[config.mk]
export PLATFORM = sky130hd
export DESIGN_NAME = cpu_mem_responder
export DESIGN_NICKNAME = d
export VERILOG_FILES = /design/src/rtl/cpu_mem_pkg.sv /design/src/rtl/mem_req_watchdog.sv /design/src/rtl/cpu_mem_responder.sv
export SDC_FILE = /design/constraint.sdc
export NUM_CORES = 1
export LEC_CHECK = 0
export ABC_AREA = 1
export CAP_MARGIN = 20
export CORE_MARGIN = 2
export CORE_UTILIZATION = 46
export CTS_BUF_LIST = sky130_fd_sc_hd__clkbuf_2 sky130_fd_sc_hd__clkbuf_4 sky130_fd_sc_hd__clkbuf_8
export CTS_CLUSTER_SIZE = 10
export DETAILED_ROUTE_END_ITERATION = 16
export GPL_TIMING_DRIVEN = 0
export PLACE_DENSITY = 0.81
export SLEW_MARGIN = 25
export SYNTH_ARGS = -nofsm -noshare
export SYNTH_HDL_FRONTEND = slang
export SYNTH_SLANG_ARGS = --single-unit
[constraint.sdc]
create_clock -name clk -period 7.37 [get_ports clk]
set_input_delay 1.474 -clock clk [delete_from_list [all_inputs] [get_ports clk]]
set_output_delay 1.474 -clock clk [all_outputs]
set_load 0.005 [all_outputs]
[src/rtl/cpu_mem_pkg.sv]
// Shared definitions for cpu_mem_responder: FSM states, the latched request
// snapshot, the no-store write-enable code and the timeout counter width.
package cpu_mem_pkg;

  localparam logic [3:0]  WEN_NONE = 4'hF;
  localparam int unsigned TO_CNT_W = 16;

  typedef logic [TO_CNT_W-1:0] to_cnt_t;

  typedef enum logic [2:0] {
    IDLE,
    DM_REQ,
    DM_RESP,
    IM_REQ,
    IM_RESP,
    DONE
  } state_e;

  // Request fields captured in IDLE; the CPU may change its pins afterwards.
  typedef struct packed {
    logic        im_rd;
    logic [29:0] im_word;
    logic        dm_rd;
    logic        dm_wr;
    logic [29:0] dm_word;
    logic [3:0]  dm_wstrb;
    logic [31:0] dm_wdata;
  } req_t;

  function automatic logic [31:0] word_addr(input logic [29:0] word);
    return {word, 2'b00};
  endfunction

endpackage

[src/rtl/mem_req_watchdog.sv]
// Per-state wait counter for cpu_mem_responder; only built with MEM_TIMEOUT_EN.
// expired_o rises in the LIMIT-th consecutive cycle spent in one service state.
module mem_req_watchdog
  import cpu_mem_pkg::*;
#(
  parameter int unsigned LIMIT = 255
) (
  input  logic clk,
  input  logic rst,
  input  logic run_i,
  input  logic clear_i,
  output logic expired_o
);

  to_cnt_t cnt_q, cnt_d;

  // NOTE: every variable written here gets a value before any branch, so no latch is inferred.
  always_comb begin
    cnt_d = cnt_q + 1'b1;
    if (!run_i || clear_i) begin
      cnt_d = '0;
    end
  end

  // NOTE: state registers use non-blocking assignments so all flops update together at the edge.
  always_ff @(posedge clk or posedge rst) begin
    if (rst) begin
      cnt_q <= '0;
    end else begin
      cnt_q <= cnt_d;
    end
  end

  assign expired_o = run_i && (cnt_q == to_cnt_t'(LIMIT - 1));

endmodule

[src/rtl/cpu_mem_responder.sv]
// Bridges a CPU's IM/DM ports onto a single grant/rvalid backend, DM beat first.
// Optional backend timeout with error pulse is enabled by defining MEM_TIMEOUT_EN.
module cpu_mem_responder
  import cpu_mem_pkg::*;
#(
  parameter int unsigned TIMEOUT_CYC = 255
) (
  input  logic        clk,
  input  logic        rst,
  input  logic        IM_ren,
  input  logic [31:0] IM_raddr,
  output logic [31:0] IM_rdata,
  input  logic        DM_ren,
  input  logic [3:0]  DM_wen,
  input  logic [31:0] DM_addr,
  input  logic [31:0] DM_wdata,
  output logic [31:0] DM_rdata,
  output logic        waiting,
  output logic        mem_req,
  output logic        mem_we,
  output logic [31:0] mem_addr,
  output logic [3:0]  mem_wstrb,
  output logic [31:0] mem_wdata,
  input  logic        mem_gnt,
  input  logic        mem_rvalid,
  input  logic [31:0] mem_rdata,
  output logic        err
);

  state_e      state_q, state_d, after_dm;
  req_t        req_q, req_in;
  logic [31:0] im_rdata_q, im_rdata_d;
  logic [31:0] dm_rdata_q, dm_rdata_d;
  logic        store_req, req_pending, capture;
  logic        in_service, expired, timeout_hit;

  assign store_req   = (DM_wen != WEN_NONE);
  assign req_pending = IM_ren | DM_ren | store_req;
  assign in_service  = (state_q == DM_REQ) || (state_q == DM_RESP) ||
                       (state_q == IM_REQ) || (state_q == IM_RESP);
  assign after_dm    = req_q.im_rd ? IM_REQ : DONE;

  // A store wins over a simultaneous load; the load is dropped.
  always_comb begin
    req_in          = '0;
    req_in.im_rd    = IM_ren;
    req_in.im_word  = IM_raddr[31:2];
    req_in.dm_rd    = DM_ren & ~store_req;
    req_in.dm_wr    = store_req;
    req_in.dm_word  = DM_addr[31:2];
    req_in.dm_wstrb = ~DM_wen;
    req_in.dm_wdata = DM_wdata;
  end

  always_comb begin
    state_d     = state_q;
    capture     = 1'b0;
    im_rdata_d  = im_rdata_q;
    dm_rdata_d  = dm_rdata_q;
    timeout_hit = 1'b0;
    waiting     = 1'b0;
    mem_req     = 1'b0;
    mem_we      = 1'b0;
    mem_addr    = '0;
    mem_wstrb   = '0;
    mem_wdata   = '0;

    unique case (state_q)
      IDLE: begin
        waiting = req_pending & ~rst;
        if (req_pending) begin
          capture = 1'b1;
          state_d = (DM_ren | store_req) ? DM_REQ : IM_REQ;
        end
      end
      DM_REQ: begin
        waiting   = 1'b1;
        mem_req   = 1'b1;
        mem_we    = req_q.dm_wr;
        mem_addr  = word_addr(req_q.dm_word);
        mem_wstrb = req_q.dm_wstrb;
        mem_wdata = req_q.dm_wdata;
        if (mem_gnt) begin
          state_d = req_q.dm_wr ? after_dm : DM_RESP;
        end else if (expired) begin
          timeout_hit = 1'b1;
          state_d     = after_dm;
          if (req_q.dm_rd) begin
            dm_rdata_d = '0;
          end
        end
      end
      DM_RESP: begin
        waiting = 1'b1;
        if (mem_rvalid) begin
          dm_rdata_d = mem_rdata;
          state_d    = after_dm;
        end else if (expired) begin
          timeout_hit = 1'b1;
          dm_rdata_d  = '0;
          state_d     = after_dm;
        end
      end
      IM_REQ: begin
        waiting  = 1'b1;
        mem_req  = 1'b1;
        mem_addr = word_addr(req_q.im_word);
        if (mem_gnt) begin
          state_d = IM_RESP;
        end else if (expired) begin
          timeout_hit = 1'b1;
          im_rdata_d  = '0;
          state_d     = DONE;
        end
      end
      IM_RESP: begin
        waiting = 1'b1;
        if (mem_rvalid) begin
          im_rdata_d = mem_rdata;
          state_d    = DONE;
        end else if (expired) begin
          timeout_hit = 1'b1;
          im_rdata_d  = '0;
          state_d     = DONE;
        end
      end
      DONE: begin
        state_d = IDLE;
      end
      default: begin
        state_d = IDLE;
      end
    endcase
  end

  always_ff @(posedge clk or posedge rst) begin
    if (rst) begin
      state_q    <= IDLE;
      req_q      <= '0;
      im_rdata_q <= '0;
      dm_rdata_q <= '0;
    end else begin
      state_q    <= state_d;
      im_rdata_q <= im_rdata_d;
      dm_rdata_q <= dm_rdata_d;
      if (capture) begin
        req_q <= req_in;
      end
    end
  end

  assign IM_rdata = im_rdata_q;
  assign DM_rdata = dm_rdata_q;

`ifdef MEM_TIMEOUT_EN
  logic err_q;

  mem_req_watchdog #(
    .LIMIT(TIMEOUT_CYC)
  ) u_watchdog (
    .clk      (clk),
    .rst      (rst),
    .run_i    (in_service),
    .clear_i  (state_d != state_q),
    .expired_o(expired)
  );

  always_ff @(posedge clk or posedge rst) begin
    if (rst) begin
      err_q <= 1'b0;
    end else begin
      err_q <= timeout_hit;
    end
  end

  assign err = err_q;
`else
  assign expired = 1'b0;
  assign err     = 1'b0;
`endif

  // Byte-offset bits are dropped by word alignment; the rest matter only with the timeout.
  logic unused_ok;
  assign unused_ok = ^{IM_raddr[1:0], DM_addr[1:0], timeout_hit, in_service,
                       (TIMEOUT_CYC == 0)};

endmodule

# [Yosys cells after proc, flatten, opt, wreduce, memory -nomap -nowiden]
# Index checks and enable logic that the tools add are counted.
[op_classes] n_eq_ne=10 n_mux=17 bitwise_logic=6 reduce_logical=6
[op_table] operator="32-bit case mux with 2 select lines" count=1
[op_table] operator="32-bit 2-to-1 mux" count=1
[op_table] operator="3-bit 2-to-1 mux" count=7
[op_table] operator="3-bit case mux with 5 select lines" count=1
[op_table] operator="2-bit != test, second input constant" count=5
[op_table] operator="3-bit by 2-bit equality test with 1-bit output, second input constant" count=2
[op_table] operator="5-bit AND reduction" count=1
[op_table] operator="1-bit 2-to-1 mux" count=4
[op_table] operator="4-bit 2-to-1 mux" count=1
[op_table] operator="4-bit != test, second input constant" count=1
[op_table] operator="4-bit NOT" count=1
[op_table] operator="2-bit AND reduction" count=2
[op_table] operator="4-bit OR reduction" count=1
[op_table] operator="3-bit by 1-bit equality test with 1-bit output, second input constant" count=1
[op_table] operator="3-bit equality test, second input constant" count=1
[op_table] operator="3-bit zero test" count=1
[op_table] operator="1-bit bitwise OR" count=3
[op_table] operator="2-bit 2-to-1 mux" count=1
[op_table] operator="1-bit case mux with 2 select lines" count=1
[op_table] operator="2-bit OR reduction" count=1
[op_table] operator="1-bit AND" count=1
[op_table] operator="1-bit NOT" count=1
[word_totals] ff_bits=165 in_bits=138 out_inout_bits=136 word_cells=48

# [Longest topological paths before layout]
[depth] ltp_word=5 depth_mapped=8 ltp_nobuf=8

# [Worst setup path before layout]
# No wires, ideal clock.
[synth_path] path_type="input to output" start="input port DM_wen[1]" end="output port waiting" n_path_buf=2 setup_slack_ns=3.688 t_required_ns=5.896 arrival_time_ns=2.208 stages=7 cell_sequence="nand2_1 > nor2_2 > nand2_2 > nand2_2 > buf_6 > buf_6 > o21ai_1"
[synth_between] elab_chain_len=4
[synth_rtl] element="from (decl)" line_no="cpu_mem_responder.sv:14" text="input logic [3:0] DM_wen,"
[synth_rtl] element="4-bit != test" line_no="cpu_mem_responder.sv:37" text="assign store_req = (DM_wen != WEN_NONE);"
[synth_rtl] element="1-bit bitwise OR" line_no="cpu_mem_responder.sv:38" text="assign req_pending = IM_ren | DM_ren | store_req;"
[synth_rtl] element="1-bit AND" line_no="cpu_mem_responder.sv:70" text="waiting = req_pending & ~rst;"
[synth_rtl] element="1-bit case mux with 2 select lines" line_no="cpu_mem_responder.sv:68" text="unique case (state_q)"
[synth_rtl] element="to (decl)" line_no="cpu_mem_responder.sv:18" text="output logic waiting,"
# Every way passes these cells.

# [Worst setup path in the final report]
[layout_path] start="input port DM_wen[0]" end="output port waiting"
# Same word-level chain as after synthesis.

==> flow_metrics.env <==
export IMPL_total_number_of_placement_rows=45
export IMPL_max_slew_margin_rel=0.569
export IMPL_synthDominantAreaCellType="sky130_fd_sc_hd__dfrtp_1"
export IMPL_floorplan_die_height_um=129
export IMPL_cts_made_buffers=17
export IMPL_ys_warnings_count=0
export IMPL_placement_io_buffers=265
export IMPL_drt_first_iter_violations=315
export IMPL_sw_ratio=0.366
export IMPL_post_route_cell_area_um2=10500
export IMPL_grt_start_max_net_pins=66
export IMPL_worstSkewPairLatency_ps=460
export IMPL_fmax_mhz=205
export IMPL_groute_usage_overall=0.260
export IMPL_worstSetupStartpointType="input pin"
export IMPL_seq_power_share=0.353
export IMPL_dpl_cell_area_um2=10100
export IMPL_drt_first_pass_iters=5
export IMPL_die_area_um2=16500
export IMPL_grt_pass1_vias=6567
export IMPL_post_synth_num_cell_types=21
export IMPL_post_synth_main_area_contributors="sky130_fd_sc_hd__dfrtp_1 58%, sky130_fd_sc_hd__nand2_1 13%, sky130_fd_sc_hd__nor2_1 5.4%, sky130_fd_sc_hd__nand3_1 4.8%, sky130_fd_sc_hd__o21ai_0 4.3%"
export IMPL_synth_seq_cells=165
export IMPL_crit_slowest_cell="sky130_fd_sc_hd__clkdlybuf4s50_1"
export IMPL_synthXorXnorAreaFrac=0
export IMPL_tightestPinTransition_ps=647
export IMPL_ioPinCount=274
export IMPL_synth_mux_area_fraction=0
export IMPL_setup_viol_count_final=0
export IMPL_cp_max_fo=10
export IMPL_endpoint_type_of_the_worst_setup_path="output pin"
export IMPL_finalCriticalPeriod_ps=4870
export IMPL_crit_family="buffers and inverters"
export IMPL_synth_adder_area_share=0
export IMPL_cts_tree="done"
export IMPL_clock_buffer_depth=2
export IMPL_syn_mean_instance_area_um2=8.33
export IMPL_timing_critical_path_buf_inv=4
export IMPL_drt_wl_total_um=21200
export IMPL_status="finished, final reports clean"
export IMPL_layout_common_cells="265 x sky130_fd_sc_hd__clkdlybuf4s50_1, 249 x sky130_fd_sc_hd__nand2_1, 165 x sky130_fd_sc_hd__dfrtp_1, 103 x sky130_fd_sc_hd__nor2_1, 71 x sky130_fd_sc_hd__inv_1"
export IMPL_die_w_um=129
export IMPL_internal_power_mw=2.73
export IMPL_finalSetupTns_ps=0
export IMPL_cp_cell_sequence="clkdlybuf4s50_1, nand2_1, nor2_2, nand2_2, nand2_2, buf_6, buf_6, o21ai_1, clkdlybuf4s50_1"
export IMPL_grt_remaining_overflow=0
export IMPL_holdCritPathClass="reg -> reg"
export IMPL_cts_reportedPaths_clkPinSlew_ps=80
export IMPL_gp_congestion=0.911
export IMPL_finalHoldViolations=0
export IMPL_maxCapViolations=0
export IMPL_power_net_switching_mw=1.58
export IMPL_syn_instance_count=856
export IMPL_yosysTopAreaCellShare=0.579
export IMPL_grt_antenna_before_repair=0
export IMPL_num_antenna_cells=0
export IMPL_post_cts_hold_buffer_count=0
export IMPL_global_route_wire_length_before_repair_um=33300
export IMPL_core_region_area_um2=15200
export IMPL_drive_gt1_frac=0.0640
export IMPL_power_per_cell_area_nw_per_um2=409
export IMPL_most_common_cell_after_layout_fill_and_taps_aside="sky130_fd_sc_hd__clkdlybuf4s50_1"
export IMPL_cp_arrival_ps=3400
export IMPL_critPathKind="in -> out"
export IMPL_initial_core_util=0.469
export IMPL_post_drt_wl_per_cell_um=15.8
export IMPL_period_share=0.661
export IMPL_yosys_area_share_simple=0.239
export IMPL_post_dp_hpwl_um=15500
export IMPL_post_cts_setup_buffers=0
export IMPL_final_skew_ps=6.18
export IMPL_mappedNetlistArea_um2=7130
export IMPL_timing_critical_path_slowest_cell_delay_ps=490
export IMPL_finalNetCount=1282
export IMPL_remaining_antenna_violation_count_after_routing=0
export IMPL_static_leakage_power_nw=5.11
export IMPL_pins_over_their_slew_limit=0
export IMPL_clock_tree_htree_level_count=4
export IMPL_area_growth_synth_to_finish_pct=47.3
export IMPL_drt_drc_violations_left=0
export IMPL_root_buffer="sky130_fd_sc_hd__clkbuf_8"
export IMPL_rsz0062_at_grt="false"
export IMPL_worst_endpoint_required_ps=5900
export IMPL_cts_sinks=165
export IMPL_clock_power_share=0.160
export IMPL_dominant_combinational_cell_family_by_area_after_synthesis="simple AND/OR/NAND/NOR gates"
export IMPL_route_vias_total=6651
export IMPL_share_comb_of_total_power=0.487
export IMPL_ir_drop_v=0.000229
export IMPL_timing_reg2reg_setup_slack_ps=5740
export IMPL_ys_seq_area_frac=0.579
export IMPL_fin_total_pwr_mw=4.30
export IMPL_ctsResizeCount=0
export IMPL_synth_area_in_compound_gates=0.0954
export IMPL_routed_via_density=4.94
==> power by group through the flow <==
| stage | Combinational [mW] | Sequential, mW | Clock [mW] |
|---|---|---|---|
| after floorplan | 1.01 | 1.51 | 0 |
| after global placement | 2.05 | 1.52 | 0 |
| after detailed placement | 2.10 | 1.53 | 0 |
| after CTS | 2.11 | 1.52 | 0.700 |
| after global routing | 2.33 | 1.56 | 0.738 |
| final | 2.09 | 1.52 | 0.686 |
==> layout make-up <==
type	instances	area (µm²)
tap	188	235
multi-input combinational	562	2400
buffer	56	333
inverter	75	289
fill	1235	4700
sequential	165	4130
clock inverter	11	151
timing repair buffer	267	2710
clock buffer	21	264
==> sequential cells by signal, indices dropped and copies added, names as in the netlist <==
register and cells:
req_q 98, state_q 3, DM_rdata 32, IM_rdata 32
==> cells by family (layout without fill, tap and decap cells) <==
group	after synthesis	after routing
AND/OR/NAND/NOR	427	427
flip-flops	165	165
AO/OA/AOI/OAI	132	132
buffers and inverters	131	430
other	1	3
==> through the flow <==
step           cells  hold WS, ps  utilization  setup slack (ps)
2_1_floorplan    858          442            -              1430
3_3_place_gp    1311          453        0.660              -852
3_5_place_dp    1313          458        0.664              2490
4_1_cts         1345          478        0.691              2480
5_1_grt         1345          498        0.691              2360
6_report        1345          477        0.691              2500
==> worst reg2reg max path: cells and delay by family, from the launching register on <==
| family | cells | cell delay (ps) |
|---|---|---|
| and+or+nand+nor | 4 | 530 |
| buffers and inverters | 3 | 480 |
| DFF | 1 | 430 |
| AOI/OAI and AO/OA | 1 | 70 |
==> routing by layer <==
metal,track usage,routed length (µm),up-vias,share of wire
li1,-,-,3251,-
met1,0.325,8930,3103,0.42
met2,0.422,10000,247,0.47
met3,0.0732,1540,50,0.073
met4,0.119,707,0,0.033
met5,0,0,-,0
==> worst paths after layout <==
path,start,to,cells past startpoint
setup / recovery,DM_wen[0],waiting,9
hold / removal,DM_rdata[7]$_DFFE_PP0P_,DM_rdata[7]$_DFFE_PP0P_,2
setup reg to reg,state_q[1]$_DFFE_PP0P_,req_q[39]$_DFFE_PP0P_,8
hold reg to reg,DM_rdata[7]$_DFFE_PP0P_,DM_rdata[7]$_DFFE_PP0P_,2
max in group asynchronous,rst,req_q[92]$_DFFE_PP0P_,4
min in group asynchronous,rst,IM_rdata[6]$_DFFE_PP0P_,2
==> synth_stat cells <==
library cell               number
sky130_fd_sc_hd__inv_1         72
sky130_fd_sc_hd__buf_2          8
sky130_fd_sc_hd__inv_2          3
sky130_fd_sc_hd__buf_4         10
sky130_fd_sc_hd__conb_1         1
sky130_fd_sc_hd__a21oi_2        2
sky130_fd_sc_hd__nand2_2        3
sky130_fd_sc_hd__a21oi_1       59
sky130_fd_sc_hd__nor2_1       103
sky130_fd_sc_hd__a22o_1         2
sky130_fd_sc_hd__a22oi_1        1
sky130_fd_sc_hd__dfrtp_1      165
sky130_fd_sc_hd__nand2_1      249
sky130_fd_sc_hd__o21ai_1        6
sky130_fd_sc_hd__nand3_1       68
sky130_fd_sc_hd__buf_6         10
sky130_fd_sc_hd__nand4_1        1
sky130_fd_sc_hd__o21ai_0       61
sky130_fd_sc_hd__nor2_2         3
sky130_fd_sc_hd__clkbuf_1      28
sky130_fd_sc_hd__o211ai_1       1
No activity file was read; power rests on OpenSTA's default activity.
